**src/rtl/iwdg_pkg.sv**
```systemverilog
// Shared constants for the independent watchdog: keys, register offsets,
// reset values and the prescaler terminal-count mapping.
package iwdg_pkg;

  localparam logic [15:0] KEY_START  = 16'hCCCC;
  localparam logic [15:0] KEY_RELOAD = 16'hAAAA;
  localparam logic [15:0] KEY_ACCESS = 16'h5555;

  localparam logic [31:0] KR_OFS  = 32'h0;
  localparam logic [31:0] PR_OFS  = 32'h4;
  localparam logic [31:0] RLR_OFS = 32'h8;
  localparam logic [31:0] ST_OFS  = 32'hC;

  localparam logic [11:0] RLR_RST = 12'hFFF;
  localparam logic [2:0]  PR_RST  = 3'd0;

  typedef enum logic [2:0] {
    SEL_NONE,
    SEL_KR,
    SEL_PR,
    SEL_RLR,
    SEL_ST
  } reg_sel_e;

  // Terminal count (divider - 1): 4 << pr, saturating at 256.
  function automatic logic [7:0] div_tc(input logic [2:0] pr);
    logic [7:0] tc;
    case (pr)
      3'd0:    tc = 8'd3;
      3'd1:    tc = 8'd7;
      3'd2:    tc = 8'd15;
      3'd3:    tc = 8'd31;
      3'd4:    tc = 8'd63;
      3'd5:    tc = 8'd127;
      default: tc = 8'd255;
    endcase
    return tc;
  endfunction

endpackage

```
**src/rtl/iwdg_prescaler.sv**
```systemverilog
// Watchdog prescaler: free-running 8-bit count that emits a one-cycle tick
// every divider cycles while the watchdog is running.
module iwdg_prescaler
  import iwdg_pkg::*;
(
  input  logic       clk_m2s,
  input  logic       rst_m2s,
  input  logic       running,
  input  logic       clear,
  input  logic [2:0] pr,
  output logic       tick
);

  logic [7:0] cnt;

  // Comparison uses the live PR, so a PR write takes effect immediately.
  assign tick = running & (cnt == div_tc(pr));

  always_ff @(posedge clk_m2s) begin
    if (rst_m2s)
      cnt <= '0;
    else if (clear || tick)
      cnt <= '0;
    else if (running)
      cnt <= cnt + 8'd1;
  end

endmodule

```
**src/rtl/iwdg_wb.sv**
```systemverilog
// Independent watchdog with a Wishbone-classic register slave: KR/PR/RLR/SR,
// 12-bit down-counter and a one-cycle rst_iwdg pulse on expiry.
module iwdg_wb
  import iwdg_pkg::*;
#(
  parameter int          IWDG_KR_SIZE  = 16,
  parameter int          IWDG_PR_SIZE  = 3,
  parameter int          IWDG_RLR_SIZE = 12,
  parameter int          IWDG_ST_SIZE  = 2,
  parameter logic [31:0] BASE_ADR      = 32'h0100_0000
)(
  input  logic                    clk_m2s,
  input  logic                    rst_m2s,
  input  logic [IWDG_KR_SIZE-1:0] dat_m2s,
  input  logic [31:0]             adr_m2s,
  input  logic                    cyc_m2s,
  input  logic                    we_m2s,
  input  logic                    stb_m2s,
  output logic [IWDG_KR_SIZE-1:0] dat_s2m,
  output logic                    ack_s2m,
  output logic                    rst_iwdg
);

  localparam logic [31:0] IWDG_KR_ADR  = BASE_ADR + KR_OFS;
  localparam logic [31:0] IWDG_PR_ADR  = BASE_ADR + PR_OFS;
  localparam logic [31:0] IWDG_RLR_ADR = BASE_ADR + RLR_OFS;
  localparam logic [31:0] IWDG_ST_ADR  = BASE_ADR + ST_OFS;
  localparam logic [IWDG_RLR_SIZE-1:0] CNT_ONE = 1;

  logic                     access, wr, rd;
  reg_sel_e                 sel;
  logic [IWDG_KR_SIZE-1:0]  rdata;
  logic [IWDG_PR_SIZE-1:0]  pr;
  logic [IWDG_RLR_SIZE-1:0] rlr, cnt;
  logic [IWDG_ST_SIZE-1:0]  sr;
  logic                     running, unlocked, tick;
  logic                     wr_kr, key_reload;

  // A register access happens only on the edge that raises ack.
  assign access     = cyc_m2s & stb_m2s & ~ack_s2m;
  assign wr         = access & we_m2s;
  assign rd         = access & ~we_m2s;
  assign wr_kr      = wr & (sel == SEL_KR);
  assign key_reload = wr_kr & (dat_m2s == KEY_RELOAD);

  always_comb begin
    sel = SEL_NONE;
    if      (adr_m2s == IWDG_KR_ADR)  sel = SEL_KR;
    else if (adr_m2s == IWDG_PR_ADR)  sel = SEL_PR;
    else if (adr_m2s == IWDG_RLR_ADR) sel = SEL_RLR;
    else if (adr_m2s == IWDG_ST_ADR)  sel = SEL_ST;
  end

  always_comb begin
    rdata = '0;
    case (sel)
      SEL_PR:  rdata[IWDG_PR_SIZE-1:0]  = pr;
      SEL_RLR: rdata[IWDG_RLR_SIZE-1:0] = rlr;
      SEL_ST:  rdata[IWDG_ST_SIZE-1:0]  = sr;
      default: rdata = '0;
    endcase
  end

  iwdg_prescaler u_presc (
    .clk_m2s (clk_m2s),
    .rst_m2s (rst_m2s),
    .running (running),
    .clear   (key_reload),
    .pr      (pr),
    .tick    (tick)
  );

  always_ff @(posedge clk_m2s) begin
    if (rst_m2s) begin
      ack_s2m  <= 1'b0;
      dat_s2m  <= '0;
      rst_iwdg <= 1'b0;
      pr       <= PR_RST;
      rlr      <= RLR_RST;
      cnt      <= RLR_RST;
      sr       <= '0;
      running  <= 1'b0;
      unlocked <= 1'b0;
    end else begin
      ack_s2m  <= access;
      rst_iwdg <= tick & (cnt == '0);
      if (rd)
        dat_s2m <= rdata;
      if (wr_kr) begin
        if (dat_m2s == KEY_START)
          running <= 1'b1;
        unlocked <= (dat_m2s == KEY_ACCESS);
      end
      // Tick clears the update flags first so a same-edge write still sets them.
      if (tick)
        sr <= '0;
      if (wr && unlocked && sel == SEL_PR) begin
        pr    <= dat_m2s[IWDG_PR_SIZE-1:0];
        sr[0] <= 1'b1;
      end
      if (wr && unlocked && sel == SEL_RLR) begin
        rlr   <= dat_m2s[IWDG_RLR_SIZE-1:0];
        sr[1] <= 1'b1;
      end
      if (key_reload)
        cnt <= rlr;
      else if (tick)
        cnt <= (cnt != '0) ? cnt - CNT_ONE : rlr;
    end
  end

endmodule

```
**config.mk**
```make
export PLATFORM = sky130hd
export DESIGN_NAME = iwdg_wb
export DESIGN_NICKNAME = d
export VERILOG_FILES = /design/src/rtl/iwdg_pkg.sv /design/src/rtl/iwdg_prescaler.sv /design/src/rtl/iwdg_wb.sv
export SDC_FILE = /design/constraint.sdc
export NUM_CORES = 1
export LEC_CHECK = 0
export ABC_AREA = 1
export BUFFER_PORTS_ARGS = -buffer_cell sky130_fd_sc_hd__buf_4
export CAP_MARGIN = 20
export CELL_PAD_IN_SITES_DETAIL_PLACEMENT = 1
export CELL_PAD_IN_SITES_GLOBAL_PLACEMENT = 2
export CORE_MARGIN = 2
export CORE_UTILIZATION = 29
export CTS_CLUSTER_SIZE = 28
export DETAILED_ROUTE_END_ITERATION = 6
export GPL_TIMING_DRIVEN = 1
export PLACE_DENSITY_LB_ADDON = 0.2
export RECOVER_POWER = 25
export SLEW_MARGIN = 20
export SYNTH_ARGS = -nofsm -noshare
export SYNTH_HDL_FRONTEND = slang
export SYNTH_SLANG_ARGS = --single-unit
```
**constraint.sdc**
```tcl
create_clock -name clk_m2s -period 2.22 [get_ports clk_m2s]
set_clock_uncertainty 0.1 [all_clocks]
set_input_delay 0.444 -clock clk_m2s [delete_from_list [all_inputs] [get_ports clk_m2s]]
set_output_delay 0.444 -clock clk_m2s [all_outputs]
set_load 0.01 [all_outputs]
```
Yosys cells after proc, flatten, opt, wreduce, memory -nomap -nowiden:

Cells that the tools add are included.

* latch bits: 0
* memories: 0
* bits in read-only memories: 0
* RAM bits: 0
* register bits: 53

* magnitude comparators: 0
* divide/modulo/power cells: 0
* $add $sub $neg: 2
* shifts and indexed selects: 0
* bitwise gates (word level): 10
* reductions and logical operators: 12
* multiplexer cells: 14
* multipliers: 0
* eq/ne operators: 17

Operators with widths (count)
* == test 32 x 25 -> 1 bit, second input constant: 4
* one-hot mux 8 bit (6 select lines): 1
* 2-to-1 mux 12 bit: 3
* == test 16 bit, second input constant: 2
* == test 16 x 15 -> 1 bit, second input constant: 1
* == test 3 x 2 -> 1 bit, second input constant: 4
* logical NOT 12 bit: 1
* 2-to-1 mux 3 bit: 4
* nonzero test 12 bit: 1
* subtractor 12 x 1 -> 12 bit, second input constant: 1
* == test 3 bit, second input constant: 3
* 2-to-1 mux 9 bit: 1
* adder 8 x 1 -> 8 bit, second input constant: 1
* bitwise AND 1 bit: 8
* == test 8 bit: 1
* == test 3 x 1 -> 1 bit, second input constant: 2
* one-hot mux 2 bit (3 select lines): 1
* nonzero test 2 bit: 3
* logical AND 1 bit: 3
* logical NOT 3 bit: 1
* 2-to-1 mux 1 bit: 2
* 2-to-1 mux 2 bit: 1
* NOT 1 bit: 2
* one-hot mux 1 bit (2 select lines): 1
* other kinds (3): 3

Depth between registers and ports, before layout:

* depth after elaboration: 10
* mapped depth: 12
* mapped depth without buffers: 12

Hierarchy:

Synthesis repeated with hierarchy kept, for this count alone.

* cells, all modules: 541
* area, all modules: 3467.1 sq um

Modules (own cells, without submodules)
* iwdg_wb: instances 1, cells an instance 460, area an instance 2957.8 sq um
* iwdg_prescaler: instances 1, cells an instance 81, area an instance 509.2 sq um

Least setup slack after synthesis:

No wires, ideal clock.

* path kind: input -> register
* start: input adr_m2s[15]
* end: register cnt[2]
* setup slack: 540 ps
* stages on the path: 11
* library setup time: 113 ps
* arrival time: 1467 ps
* cells stage by stage: nor2_1 > nand2_1 > nor2_2 > nand2_1 > inv_1 > nand3_4 > buf_2 > nand3_1 > nand2_1 > inv_1 > nand2_1

* longest elaborated chain between the ends: 9
* elaborated cells between the ends (all ways): 13
* those cells by class: 5 x eq/ne; 5 x mux; 2 x bitwise; 1 x reduce/logical

Ends and longest elaborated chain
* start, declared: RTL line iwdg_wb.sv:15 `input logic [31:0] adr_m2s,`
* == test 32 x 25 -> 1 bit: RTL line iwdg_wb.sv:51 `else if (adr_m2s == IWDG_ST_ADR) sel = SEL_ST;`
* 2-to-1 mux 3 bit: RTL line iwdg_wb.sv:51
* 2-to-1 mux 3 bit: RTL line iwdg_wb.sv:50 `else if (adr_m2s == IWDG_RLR_ADR) sel = SEL_RLR;`
* 2-to-1 mux 3 bit: RTL line iwdg_wb.sv:49 `else if (adr_m2s == IWDG_PR_ADR) sel = SEL_PR;`
* 2-to-1 mux 3 bit (*): RTL line iwdg_wb.sv:48 `if (adr_m2s == IWDG_KR_ADR) sel = SEL_KR;`
* == test 3 x 1 -> 1 bit (*): RTL line iwdg_wb.sv:43 `assign wr_kr = wr & (sel == SEL_KR);`
* bitwise AND 1 bit (*): RTL line iwdg_wb.sv:43
* bitwise AND 1 bit (*): RTL line iwdg_wb.sv:44 `assign key_reload = wr_kr & (dat_m2s == KEY_RELOAD);`
* 2-to-1 mux 12 bit or nonzero test 2 bit (tied branches)
* end signal, assigned: RTL line iwdg_wb.sv:106 `cnt <= rlr;`
* end signal, assigned: RTL line iwdg_wb.sv:108 `cnt <= (cnt != '0) ? cnt - CNT_ONE : rlr;`
* end, declared: RTL line iwdg_wb.sv:34 `logic [IWDG_RLR_SIZE-1:0] rlr, cnt;`

Every way passes the cells marked *; elsewhere a longest branch is shown, timed or not.
A chain may end at the register's enable or synchronous reset.

Worst setup path in the final report:

* start: register cnt[0]
* end: register cnt[7]

* longest elaborated chain between the ends: 4
* elaborated cells between the ends (all ways): 5
* those cells by class: 1 x add/sub; 3 x mux; 1 x reduce/logical

Ends and longest elaborated chain
* subtractor 12 x 1 -> 12 bit or nonzero test 12 bit (tied branches): RTL line iwdg_wb.sv:108
* 2-to-1 mux 12 bit (*): RTL line iwdg_wb.sv:108
* 2-to-1 mux 12 bit (*): RTL line iwdg_wb.sv:107 `else if (tick)`
* 2-to-1 mux 12 bit (*): RTL line iwdg_wb.sv:105 `if (key_reload)`

Every way passes the cells marked *; elsewhere a longest branch is shown, timed or not. The select of a mux whose other input is x is not followed.

==> results.toml <==
[detailed_routing]
first_iter_violations = 168
vias_per_cell = 4.809
ant_nets = 0
drc = 0
avgRoutedWirePerCell_um = 14.22
dr.pass1.iters = 5
wl_um = 10790
num_vias = 3650

[floorplanning]
ios = 71
die-area_um2 = 12520
die_h_um = 111.9
core-area_um2 = 11370
die_x_um = 111.9
rows = 39
start_util_pct = 29.69

[finish]
diodes = 0
syn2layout_area_growth_pct = 21.76
layout.nets = 670
fin_cells = 759
drive_gt1_share_pct = 14.29
utilization_pct = 36.15

[clock_tree]
cts-resized-gates = 0
cts_setup_buffers = 0
cts_sinks = 53
clock_latency_ns = 0.30
clock-root-buffer = "clkbuf_16"
h-tree-depth = 2
postCtsHoldBufs = 0
clkTransAtPathRegs_ns = 0.07
numCtsBuffers = 5
cts_buffer_depth = 2
cts_tree = "built"

[setup_path]
critical_path_class = "flop to flop"
cp-startpoint = "cnt[0]"
r2r_start = "cnt[0]"
cp_max_fo = 7
crit_path_end_kind = "flop"
crit_arrival_ns = 2.02
critPathLaunchType = "flop"
required_ns = 2.31

[power]
powerDensity_nw_per_um2 = 474.2
finalPower_w = 0.001949
ir_drop_uv = 301.3
power.leakage_nw = 1.924

[synth]
seq_area_frac_synth_pct = 31.43
synth_cell_types = 36
syn_avg_cell_area_um2 = 6.149
synth_area_um2 = 3376
ys_ff_latch = 53
syn_inst = 549
yosys_warnings = 0

[sta]
fmax_ghz = 0.5181
hold_violations = 0
period_share_pct = 86.94
tns_ns = 0
setup_viol = 0
layout_min_cycle_time_ns = 1.930
fin_hold_ws_ns = 0.3246
rsz0062_at_grt = "no"
drv_slew = 0

[grt]
grt_remaining_overflow = 0
grt_max_degree = 22
grt_pass1_wl_um = 18570
grt_use_total_pct = 18.08
grt_pass1_vias = 3805
antenna_found_initial = 0

[status]
status = "complete, no violations"

[hold_path]
hp-class = "input pin to flop"
hold_start = "dat_m2s[1]"

[placed_design]
port_buffers = 66
dp.cells = 751
hpwl_um = 8865
place_congestion = 0.8850

[run]
timing.max_cap.violations = 0
where the power goes:
part	leakage (nW)	internal (W)	switching (W)
Combinational	1.42	0.0000785	0.0000895
Clock	0.0763	0.000433	0.000397
Sequential	0.428	0.000950	0.000000395
registers in the layout (all words and copies together) (netlist names):
signal	flops
ack_s2m	1
cnt	12
dat_s2m	12
pr	3
rlr	12
rst_iwdg	1
running	1
sr	2
u_presc.cnt	8
unlocked	1
placed cells by master, fill, tap and decap left out, types with 2 or more instances in the layout:
cell,Yosys,routed
o21ai_0,4,4
nor4_1,5,5
buf_4,5,57
nor2_1,81,82
xor2_1,6,6
nand2_2,2,2
o211ai_1,8,8
clkbuf_16,0,5
nand3_1,62,62
nor3_1,13,13
clkbuf_1,5,14
nor2_2,8,7
nand4_1,12,12
xnor2_1,3,3
nand3b_1,3,3
inv_2,3,3
dfxtp_1,53,53
nand2_1,174,174
nor2_4,2,2
ha_1,2,2
conb_1,1,4
inv_1,57,57
nand3_4,2,3
a21oi_1,21,21
layout make-up:
| class | count | area [um2] |
|---|---|---|
| Multi-Input combinational cell | 423 | 1991 |
| Fill cell | 1538 | 7259 |
| Timing Repair Buffer | 72 | 500.5 |
| Clock inverter | 3 | 28.78 |
| Inverter | 60 | 225.2 |
| Clock buffer | 5 | 125.1 |
| Sequential cell | 53 | 1061 |
| Tap cell | 143 | 178.9 |
routing by layer:
layer  track usage, %  share of wire [%]  vias to the layer above
met5                0                  0                        -
met4            3.951               0.97                        0
met3            2.286                2.6                        8
met2            31.03                 47                       53
met1            24.35                 50                     1701
li1                 -                  -                     1888
metrics by stage:
stage / area [um2] / setup WS [ns]
floorplan: 3387 / 0.5401
global placement: 4004 / 0.09652
detailed placement: 4004 / 0.08288
CTS: 4158 / 0.1761
global route: 4110 / 0.08995
finish: 4110 / 0.2900
worst paths after layout:
check | end | slack, ns | cells past startpoint
worst min register to register | sr[1] | 0.37 | 2
worst max register to register | cnt[7] | 0.29 | 11
worst max-delay path | cnt[7] | 0.29 | 11
worst min-delay path | pr[1] | 0.32 | 3
cells in the mapped netlist:
cell type | instances | area share (%)
nor2_1 | 81 | 9.0
nor3_1 | 13 | 1.9
nand4_1 | 12 | 2.2
ha_1 | 2 | 0.74
inv_1 | 57 | 6.3
dfxtp_1 | 53 | 31
inv_2 | 3 | 0.33
xor2_1 | 6 | 1.6
o21ai_1 | 1 | 0.15
a21oi_1 | 21 | 3.1
nand2_4 | 1 | 0.33
nand3_2 | 2 | 0.59
xnor2_1 | 3 | 0.78
buf_8 | 1 | 0.44
clkbuf_1 | 5 | 0.56
nor2_4 | 2 | 0.67
o211ai_1 | 8 | 1.8
buf_2 | 2 | 0.30
o21ai_0 | 4 | 0.59
nand2_2 | 2 | 0.37
nor2_2 | 8 | 1.5
a211oi_1 | 1 | 0.22
nor3b_2 | 1 | 0.37
nor3b_1 | 1 | 0.22
conb_1 | 1 | 0.11
nand3b_1 | 3 | 0.67
buf_4 | 5 | 1.1
and3_1 | 1 | 0.19
o211ai_2 | 1 | 0.37
buf_6 | 3 | 1.0
nand3_4 | 2 | 1.0
nand2_1 | 174 | 19
o21bai_1 | 1 | 0.22
nand3_1 | 62 | 9.2
nor3_2 | 1 | 0.30
nor4_1 | 5 | 0.93
worst max-delay path, stage by stage (launching register included):
cell and delay [ns]:
dfxtp_1 0.33, inv_1 0.10, ha_1 0.25, nand2_1 0.17, nor2_4 0.21, nand2_1 0.19
nand3_1 0.15, nand2_1 0.05, nand2_1 0.07, nand2_1 0.06, nor2_1 0.10, nor2_1 0.05
cells by family (layout without fill, tap and decap cells):
logic type,count (synthesis),count (layout),share of synthesized area (%)
compound gates,37,37,6.449
flops,53,53,31.43
other cells,1,4,0.1111
xor+xnor,9,9,2.335
simple gates,371,371,48.85
fa+ha+maj,2,2,0.7412
buf+inv,76,140,10.08
No activity file was read; power rests on OpenSTA's default activity.
